===== config.mk =====
export PLATFORM = sky130hd
export DESIGN_NAME = oled_i2c_rx
export DESIGN_NICKNAME = d
export VERILOG_FILES = /design/src/rtl/oled_i2c_rx.sv
export SDC_FILE = /design/constraint.sdc
export NUM_CORES = 1
export LEC_CHECK = 0
export ABC_CLOCK_PERIOD_IN_PS = 5450
export CAP_MARGIN = 20
export CORE_MARGIN = 4
export CORE_UTILIZATION = 55
export CTS_BUF_LIST = sky130_fd_sc_hd__clkbuf_2 sky130_fd_sc_hd__clkbuf_4 sky130_fd_sc_hd__clkbuf_8
export CTS_CLUSTER_DIAMETER = 150
export CTS_CLUSTER_SIZE = 14
export DETAILED_ROUTE_END_ITERATION = 8
export GPL_TIMING_DRIVEN = 0
export HOLD_SLACK_MARGIN = 0.15
export PLACE_DENSITY = 0.82
export SYNTH_ARGS = -nofsm -noshare
export SYNTH_HDL_FRONTEND = slang
export SYNTH_SLANG_ARGS = --single-unit

===== constraint.sdc =====
create_clock -name clk -period 5.45 [get_ports clk]
set_input_delay 0.545 -clock clk [delete_from_list [all_inputs] [get_ports clk]]
set_output_delay 0.545 -clock clk [all_outputs]
set_load 0.01 [all_outputs]

===== src/rtl/oled_i2c_rx.sv =====
// oled_i2c_rx: I2C slave receiver decoding the SSD1306 write stream into (col,row,data) writes and commands.
// Define OLED_RX_ACK_EN to let sda_oe acknowledge bytes; without it the block is a passive sniffer.
module oled_i2c_rx #(
  parameter logic [6:0] DEV_ADDR    = 7'h3C,
  parameter int         SYNC_STAGES = 2
) (
  input  logic       clk,
  input  logic       rst,
  input  logic       scl,
  input  logic       sda,
  output logic       sda_oe,
  output logic       wr_en,
  output logic [6:0] wr_col,
  output logic [2:0] wr_row,
  output logic [7:0] wr_data,
  output logic       cmd_valid,
  output logic [7:0] cmd_byte,
  output logic       frame_done,
  output logic       nack_err
);

  typedef enum logic [2:0] {
    IDLE, ADDR, ACK_A, CTRL, ACK_C, BYTE, ACK_B, IGNORE
  } state_t;

`ifdef OLED_RX_ACK_EN
  localparam logic ACK_DRIVE = 1'b1;
`else
  localparam logic ACK_DRIVE = 1'b0;
`endif

  localparam logic [7:0] CMD_COL_ADDR  = 8'h21;
  localparam logic [7:0] CMD_PAGE_ADDR = 8'h22;

  logic [SYNC_STAGES-1:0] scl_sync_q, scl_sync_d;
  logic [SYNC_STAGES-1:0] sda_sync_q, sda_sync_d;
  logic                   scl_prev_q, scl_prev_d;
  logic                   sda_prev_q, sda_prev_d;

  state_t     state_q, state_d;
  logic [2:0] bit_cnt_q, bit_cnt_d;
  logic [7:0] shift_q, shift_d;
  logic       co_q, co_d;
  logic       dc_q, dc_d;
  logic       ack_hi_q, ack_hi_d;

  logic       sda_oe_q, sda_oe_d;
  logic       wr_en_q, wr_en_d;
  logic [6:0] wr_col_q, wr_col_d;
  logic [2:0] wr_row_q, wr_row_d;
  logic [7:0] wr_data_q, wr_data_d;
  logic       cmd_valid_q, cmd_valid_d;
  logic [7:0] cmd_byte_q, cmd_byte_d;
  logic       frame_done_q, frame_done_d;
  logic       nack_err_q, nack_err_d;

  logic [6:0] ptr_col_q, ptr_col_d;
  logic [2:0] ptr_page_q, ptr_page_d;
  logic [6:0] col_start_q, col_start_d;
  logic [6:0] col_end_q, col_end_d;
  logic [2:0] page_start_q, page_start_d;
  logic [2:0] page_end_q, page_end_d;
  logic [1:0] arg_cnt_q, arg_cnt_d;
  logic       arg_page_q, arg_page_d;
  logic [6:0] arg0_q, arg0_d;

  logic       scl_s, sda_s;
  logic       scl_rise, scl_fall, sda_rise, sda_fall;
  logic       start_det, stop_det;
  logic [7:0] byte_in;
  state_t     ack_next;

  always_comb begin
    scl_sync_d = {scl_sync_q[SYNC_STAGES-2:0], scl};
    sda_sync_d = {sda_sync_q[SYNC_STAGES-2:0], sda};
    scl_s      = scl_sync_q[SYNC_STAGES-1];
    sda_s      = sda_sync_q[SYNC_STAGES-1];
    scl_prev_d = scl_s;
    sda_prev_d = sda_s;
    scl_rise   = scl_s & ~scl_prev_q;
    scl_fall   = ~scl_s & scl_prev_q;
    sda_rise   = sda_s & ~sda_prev_q;
    sda_fall   = ~sda_s & sda_prev_q;
    // scl must be high on both sides of the sda edge, so an scl edge in the same clk wins as a data bit
    start_det  = sda_fall & scl_s & scl_prev_q;
    stop_det   = sda_rise & scl_s & scl_prev_q;
    byte_in    = {shift_q[6:0], sda_s};
  end

  always_comb begin
    state_d      = state_q;
    bit_cnt_d    = bit_cnt_q;
    shift_d      = shift_q;
    co_d         = co_q;
    dc_d         = dc_q;
    ack_hi_d     = ack_hi_q;
    sda_oe_d     = sda_oe_q;
    wr_en_d      = 1'b0;
    wr_col_d     = wr_col_q;
    wr_row_d     = wr_row_q;
    wr_data_d    = wr_data_q;
    cmd_valid_d  = 1'b0;
    cmd_byte_d   = cmd_byte_q;
    frame_done_d = 1'b0;
    nack_err_d   = nack_err_q;
    ptr_col_d    = ptr_col_q;
    ptr_page_d   = ptr_page_q;
    col_start_d  = col_start_q;
    col_end_d    = col_end_q;
    page_start_d = page_start_q;
    page_end_d   = page_end_q;
    arg_cnt_d    = arg_cnt_q;
    arg_page_d   = arg_page_q;
    arg0_d       = arg0_q;
    ack_next     = BYTE;

    case (state_q)
      ACK_A:   ack_next = CTRL;
      ACK_C:   ack_next = BYTE;
      ACK_B:   ack_next = co_q ? CTRL : BYTE;
      default: ack_next = BYTE;
    endcase

    if (start_det) begin
      state_d   = ADDR;
      bit_cnt_d = 3'd0;
      ack_hi_d  = 1'b0;
      sda_oe_d  = 1'b0;
      arg_cnt_d = 2'd0;
    end else if (stop_det) begin
      state_d   = IDLE;
      bit_cnt_d = 3'd0;
      ack_hi_d  = 1'b0;
      sda_oe_d  = 1'b0;
      arg_cnt_d = 2'd0;
    end else begin
      case (state_q)
        ADDR, CTRL, BYTE: begin
          if (scl_rise) begin
            shift_d   = byte_in;
            bit_cnt_d = bit_cnt_q + 3'd1;
            if (bit_cnt_q == 3'd7) begin
              if (state_q == ADDR) begin
                if (byte_in == {DEV_ADDR, 1'b0}) begin
                  state_d = ACK_A;
                end else begin
                  nack_err_d = 1'b1;
                  state_d    = IGNORE;
                end
              end else if (state_q == CTRL) begin
                co_d    = byte_in[7];
                dc_d    = byte_in[6];
                state_d = ACK_C;
              end else begin
                state_d = ACK_B;
                if (dc_q) begin
                  wr_en_d   = 1'b1;
                  wr_data_d = byte_in;
                  wr_col_d  = ptr_col_q;
                  wr_row_d  = ptr_page_q;
                  arg_cnt_d = 2'd0;
                  // >= rather than == so an inverted window snaps back to start on every byte
                  if (ptr_col_q >= col_end_q) begin
                    ptr_col_d = col_start_q;
                    if (ptr_page_q >= page_end_q) begin
                      ptr_page_d   = page_start_q;
                      frame_done_d = 1'b1;
                    end else begin
                      ptr_page_d = ptr_page_q + 3'd1;
                    end
                  end else begin
                    ptr_col_d = ptr_col_q + 7'd1;
                  end
                end else begin
                  cmd_valid_d = 1'b1;
                  cmd_byte_d  = byte_in;
                  case (arg_cnt_q)
                    2'd0: begin
                      if (byte_in == CMD_COL_ADDR) begin
                        arg_cnt_d  = 2'd1;
                        arg_page_d = 1'b0;
                      end else if (byte_in == CMD_PAGE_ADDR) begin
                        arg_cnt_d  = 2'd1;
                        arg_page_d = 1'b1;
                      end
                    end
                    2'd1: begin
                      arg0_d    = byte_in[6:0];
                      arg_cnt_d = 2'd2;
                    end
                    default: begin
                      arg_cnt_d = 2'd0;
                      if (arg_page_q) begin
                        page_start_d = arg0_q[2:0];
                        page_end_d   = byte_in[2:0];
                        ptr_page_d   = arg0_q[2:0];
                      end else begin
                        col_start_d = arg0_q;
                        col_end_d   = byte_in[6:0];
                        ptr_col_d   = arg0_q;
                      end
                    end
                  endcase
                end
              end
            end
          end
        end
        ACK_A, ACK_C, ACK_B: begin
          // first scl fall opens the 9th-bit ACK window, the next one closes it
          if (scl_fall) begin
            if (!ack_hi_q) begin
              ack_hi_d = 1'b1;
              sda_oe_d = ACK_DRIVE;
            end else begin
              ack_hi_d  = 1'b0;
              sda_oe_d  = 1'b0;
              bit_cnt_d = 3'd0;
              state_d   = ack_next;
            end
          end
        end
        default: begin
        end
      endcase
    end
  end

  always_ff @(posedge clk) begin
    if (rst) begin
      scl_sync_q   <= '1;
      sda_sync_q   <= '1;
      scl_prev_q   <= 1'b1;
      sda_prev_q   <= 1'b1;
      state_q      <= IDLE;
      bit_cnt_q    <= 3'd0;
      shift_q      <= 8'd0;
      co_q         <= 1'b0;
      dc_q         <= 1'b0;
      ack_hi_q     <= 1'b0;
      sda_oe_q     <= 1'b0;
      wr_en_q      <= 1'b0;
      wr_col_q     <= 7'd0;
      wr_row_q     <= 3'd0;
      wr_data_q    <= 8'd0;
      cmd_valid_q  <= 1'b0;
      cmd_byte_q   <= 8'd0;
      frame_done_q <= 1'b0;
      nack_err_q   <= 1'b0;
      ptr_col_q    <= 7'd0;
      ptr_page_q   <= 3'd0;
      col_start_q  <= 7'd0;
      col_end_q    <= 7'd127;
      page_start_q <= 3'd0;
      page_end_q   <= 3'd7;
      arg_cnt_q    <= 2'd0;
      arg_page_q   <= 1'b0;
      arg0_q       <= 7'd0;
    end else begin
      scl_sync_q   <= scl_sync_d;
      sda_sync_q   <= sda_sync_d;
      scl_prev_q   <= scl_prev_d;
      sda_prev_q   <= sda_prev_d;
      state_q      <= state_d;
      bit_cnt_q    <= bit_cnt_d;
      shift_q      <= shift_d;
      co_q         <= co_d;
      dc_q         <= dc_d;
      ack_hi_q     <= ack_hi_d;
      sda_oe_q     <= sda_oe_d;
      wr_en_q      <= wr_en_d;
      wr_col_q     <= wr_col_d;
      wr_row_q     <= wr_row_d;
      wr_data_q    <= wr_data_d;
      cmd_valid_q  <= cmd_valid_d;
      cmd_byte_q   <= cmd_byte_d;
      frame_done_q <= frame_done_d;
      nack_err_q   <= nack_err_d;
      ptr_col_q    <= ptr_col_d;
      ptr_page_q   <= ptr_page_d;
      col_start_q  <= col_start_d;
      col_end_q    <= col_end_d;
      page_start_q <= page_start_d;
      page_end_q   <= page_end_d;
      arg_cnt_q    <= arg_cnt_d;
      arg_page_q   <= arg_page_d;
      arg0_q       <= arg0_d;
    end
  end

  assign sda_oe     = sda_oe_q;
  assign wr_en      = wr_en_q;
  assign wr_col     = wr_col_q;
  assign wr_row     = wr_row_q;
  assign wr_data    = wr_data_q;
  assign cmd_valid  = cmd_valid_q;
  assign cmd_byte   = cmd_byte_q;
  assign frame_done = frame_done_q;
  assign nack_err   = nack_err_q;

endmodule


Yosys cells after proc, flatten, opt, wreduce, memory -nomap -nowiden

Index checks and enable logic that the tools add are counted.
Widths: inputs -> output; s select.

Register bits: 92
Input port bits: 4
Output and inout port bits: 31
Word-level logic and storage cells: 142

Add/sub/neg operators: 3
Order comparisons: 2
Equal/unequal tests: 23
Muxes and demuxes: 35
Bitwise logic cells: 24
Reductions and logical operators: 27

Operator list:

| kind                | number |
|---|---|
| $mux 3              | 15 |
| $reduce_and 10->1   | 4 |
| $mux 7              | 4 |
| $ne 4x4->1 const B  | 5 |
| $pmux 3 s2          | 3 |
| $reduce_and 9->1    | 2 |
| $eq 8x6->1 const B  | 2 |
| $not 1->1           | 16 |
| $reduce_and 8->1    | 2 |
| $reduce_and 7->1    | 2 |
| $eq 3x3->1 const B  | 4 |
| $ne 2x2->1 const B  | 5 |
| $reduce_and 5->1    | 2 |
| $reduce_or 10->1    | 1 |
| $reduce_or 3->1     | 3 |
| $and 1x1->1         | 8 |
| $eq 8x7->1 const B  | 1 |
| $mux 1              | 8 |
| $mux 2              | 4 |
| $reduce_and 4->1    | 2 |
| $reduce_or 8->1     | 1 |
| $add 7x1->7 const B | 1 |
| $ge 7x7->1          | 1 |
| $add 3x1->3 const B | 2 |
| 12 further kinds    | 16 |

Longest topological paths before layout

Depth after elaboration: 8
Depth in mapped cells: 9
Depth with buffers taken out: 7

Worst setup path before layout

OpenSTA, ideal clock, no wires.

Kind: register to register
From: reg ptr_col_q[0]
To: reg ptr_col_q[5]
Library setup time: 0.129 ns
Arrival: 1.890 ns
Required time: 5.321 ns
Setup slack: 3.431 ns
Stages on the path, launching flop included: 9
Buffers on the path: 1
Period minus slack after synthesis: 2.019 ns
Cells stage by stage: dfxtp_1 -> inv_1 -> ha_1 -> nand2b_1 -> a211o_1 -> a211oi_2 -> buf_4 -> mux2i_1 -> o22ai_1

Word-level cells in the longest chain between the ends: 3
Elaborated cells between the ends (all ways): 4
Classes of those cells: 1 x add/sub; 1 x order compare; 2 x mux

RTL lines:

| element                                          | RTL line | text |
|---|---|---|
| start: declaration                               | 57       | `logic [6:0] ptr_col_q, ptr_col_d;` |
| start signal: assignment                         | 279      | `ptr_col_q <= ptr_col_d;` |
| $add 7x1->7 / $ge 7x7->1 (equally long branches) | 172, 163 |  |
| $mux 7 *                                         | 163      | `if (ptr_col_q >= col_end_q) begin` |
| $mux 7 *                                         | 156      | `if (dc_q) begin` |

Every way passes the cells marked *; elsewhere a longest branch is shown, timed or not.
A chain may end at the register's enable or synchronous reset.

Worst setup path after layout

From: reg ptr_col_q[0]
To: reg ptr_col_q[4]

The elaborated chain is that of the path after synthesis.

==> results.txt <==
run status -> finished clean
largest stage delay on the critical path -> 500 ps
number of diodes -> 0
Critical Path Fanout Max -> 10
total congestion overflow -> 0
Tightest Pin Transition -> 690 ps
leakage dissipation -> 1.80 nW
setup slack of the most critical reg-to-reg path -> 3040 ps
top cell type by total area after synthesis -> dfxtp_1
Final min period -> 2410 ps
hold violation total from the final report -> 0
share of post-route cells with drive strength above 1 -> 8.97%
Cell Rows -> 31
worst supply voltage drop on vdd -> 0.193 mV
Post-DP Area -> 0.00453 mm2
number of cells on the worst hold path -> 1
most common cell after layout, fill and taps aside -> nand2_1
largest net degree at the start of global routing -> 18
Vert. Die Dim -> 94.1 um
setup clock skew after layout -> 16.0 ps
CTS tree -> yes
die width -> 94.1 um
FFs w/ async S/R, synth -> 0%
max-slew violations -> 0
num ports -> 35
GRT Resource Usage Total -> 24.0%
most used cells in the layout excluding fill and tap cells -> nand2_1 (98), dfxtp_1 (92), a21oi_1 (54), clkdlybuf4s50_1 (33), nor2_1 (25)
number of cells on the critical path -> 8
post-synthesis average cell area -> 8.59 um2
Initial Utilization -> 56.6%
Net count, final -> 537
fin crit share -> 44.1%
P&R area growth vs syn -> 16.1%
kind of path behind the tightest hold check -> flip-flop to flip-flop
Post-Syn Instances -> 475
depth of the worst register-to-register path -> 8
setup bufs post-CTS -> 0
FF/Latch Area -> 0.00184 mm2
wire length reported by the detailed router -> 9960 um
Vias/cell -> 5.65
Resized cells post-CTS -> 0
classification of the worst setup path -> flip-flop to flip-flop
sequential area share after synthesis -> 45.1%
total number of vias -> 3519
# H-tree levels -> 3
TritonRoute pass-1 iters -> 5
clock buffer depth -> 2
drc violations -> 0
setup-violating endpoint count in the final report -> 0
share of Yosys cell area claimed by the top area cell type -> 45.1%
Synth Net Count -> 493
clock tree sinks -> 92
Setup TNS Final -> 0 ps
cell family contributing the most delay on the critical path -> compound AO/OA/AOI/OAI gates
number of max-cap violations -> 0
cell area after synthesis -> 0.00408 mm2
CTS root buffer -> clkbuf_8
TritonCTS Buffers -> 9
number of unique standard cell types used by synthesis -> 58
CP endpoint kind -> flip-flop
startpoint of the lowest-slack register-to-register path -> ptr_col_q[0]
area used by multi-input combinational logic -> 0.00200 mm2
clock input transition at the sequential cells of the worst setup and hold paths -> 100 ps
Critical Path End -> ptr_col_q[4]
crit-path cells -> inv_1 > ha_1 > nand2b_1 > a211o_1 > a211oi_2 > buf_4 > mux2i_1 > a211oi_1
initial antenna violation count -> 0
number of global-route vias before repair -> 3412
Die Area -> 0.00886 mm2
R2R Path End -> ptr_col_q[4]
Hold-fix buffers, CTS -> 0
core area -> 0.00721 mm2
ratio of total power to cell area -> 252 mW/mm2
sum of buffers and inverters on the critical path -> 2
crit path max-delay cell type -> dfxtp_1
peak clock frequency supported by timing -> 416 MHz
data arrival time of the critical path -> 2660 ps
clock latency reported for the late side of the worst-skew pair -> 370 ps
RSZ-0062 raised after global routing -> false
launch point of the worst path -> ptr_col_q[0]
startpoint type of the worst setup path -> flip-flop
average wire length per cell after detail routing -> 16.0 um
Fillers -> 612
Port-buffer cells -> 33
count of state elements after synthesis -> 92
routability cong. -> 0.929
number of violations reported at the end of detailed-routing iteration 0 -> 283
smallest hold slack -> 422 ps
Data required, critical path -> 5700 ps
Post-synth EDFFs -> 0
worst slew slack as a fraction of its limit -> 53.5%
HPWL after detailed placement -> 6850 um
warning count from the yosys run -> 0
leading register cell type out of synthesis -> dfxtp_1
top cells by area, synth -> dfxtp_1 (45%), nand2_1 (9.0%), a21oi_1 (6.6%)
count of antenna-violating nets left after detailed routing -> 0
final design area excluding fillers -> 0.00474 mm2
first-pass GRT wire length -> 16600 um
## cell usage after synthesis (3+ instances only)
library cell and instances:
o211ai_1 10, nor3_1 5, ha_1 14, nand3_1 7, inv_1 17, a21oi_1 54
nor3b_1 3, dfxtp_1 92, buf_6 3, nor2b_1 4, xor2_1 3, buf_4 3
nand2b_1 3, nor4_1 4, or2_2 6, nand2_1 98, a211oi_1 4, clkbuf_1 19
and3_1 3, o21ai_0 17, nor2_1 25, buf_2 8, xnor2_1 6, mux2i_1 22
## per-layer routing
layer | global-route usage [%] | wire [um]
met1 | 31.8 | 4500
met3 | 4.41 | 705
met4 | 10.5 | 185
met2 | 38.0 | 4580
met5 | 0 | 0
## flip-flops by register name, indices dropped and copies added (netlist names), 2 cells and up
register and flops:
arg0_q 7, arg_cnt_q 2, bit_cnt_q 3, cmd_byte 8
col_end_q 7, col_start_q 7, page_end_q 3, page_start_q 3
ptr_col_q 7, ptr_page_q 3, scl_sync_q 2, sda_sync_q 2
shift_q 7, state_q 3, wr_col 7, wr_data 8
wr_row 3
## power by group
part	total, mW	switching [mW]	leakage [nW]	internal [mW]
logic	0.0304	0.0201	0.956	0.0104
clock network	0.483	0.264	0.102	0.219
registers	0.679	0.00404	0.743	0.675
## worst reg2reg max path, delay by kind of cell (launching register included)
kind	cells	cell delay [ps]
adders and majority gates	1	290
DFF	1	500
and+or+nand+nor	1	140
buffers and inverters	2	390
muxes	1	240
AOI/OAI and AO/OA	3	730
## per-stage QoR
step                      utilization [%]  total power, mW  instances  worst slack, ps
after floorplan                         -            0.713        475             3430
after global placement               62.9            0.723        607             3110
after detailed placement             62.9            0.724        607             3110
after CTS                            65.7             1.19        623             3060
after global routing                 65.7             1.22        623             2860
final                                65.7             1.19        623             3040
## logic make-up (layout without fill, tap and decap cells)
logic type / Yosys count / after routing / synth area share, %
adder cells (fa/ha/maj): 14 / 14 / 4.29
multiplexers: 23 / 23 / 5.67
other: 1 / 1 / 0.0919
flip-flops: 92 / 92 / 45.1
XOR/XNOR: 9 / 9 / 1.93
buffers and inverters: 52 / 101 / 5.89
AO/OA/AOI/OAI: 112 / 112 / 17.0
AND/OR/NAND/NOR: 172 / 172 / 20.0
## area by class of cell
cell class,instances,area share (%)
Multi-Input combinational cell,331,42.2
Sequential cell,92,38.9
Timing Repair Buffer,33,6.97
Buffer,34,3.64
Clock buffer,9,2.61
Tap cell,99,2.61
Clock inverter,7,1.69
Inverter,18,1.43
## how the worst min path moves through the flow
stage,startpoint,end
after floorplan,scl_sync_q[0],scl_sync_q[1]
after global placement,sda_sync_q[0],sda_sync_q[1]
after detailed placement,sda_sync_q[0],sda_sync_q[1]
after CTS,sda_sync_q[0],sda_sync_q[1]
after global routing,sda_sync_q[0],sda_sync_q[1]
final,sda_sync_q[0],sda_sync_q[1]
(Power assumes the default switching activity.)
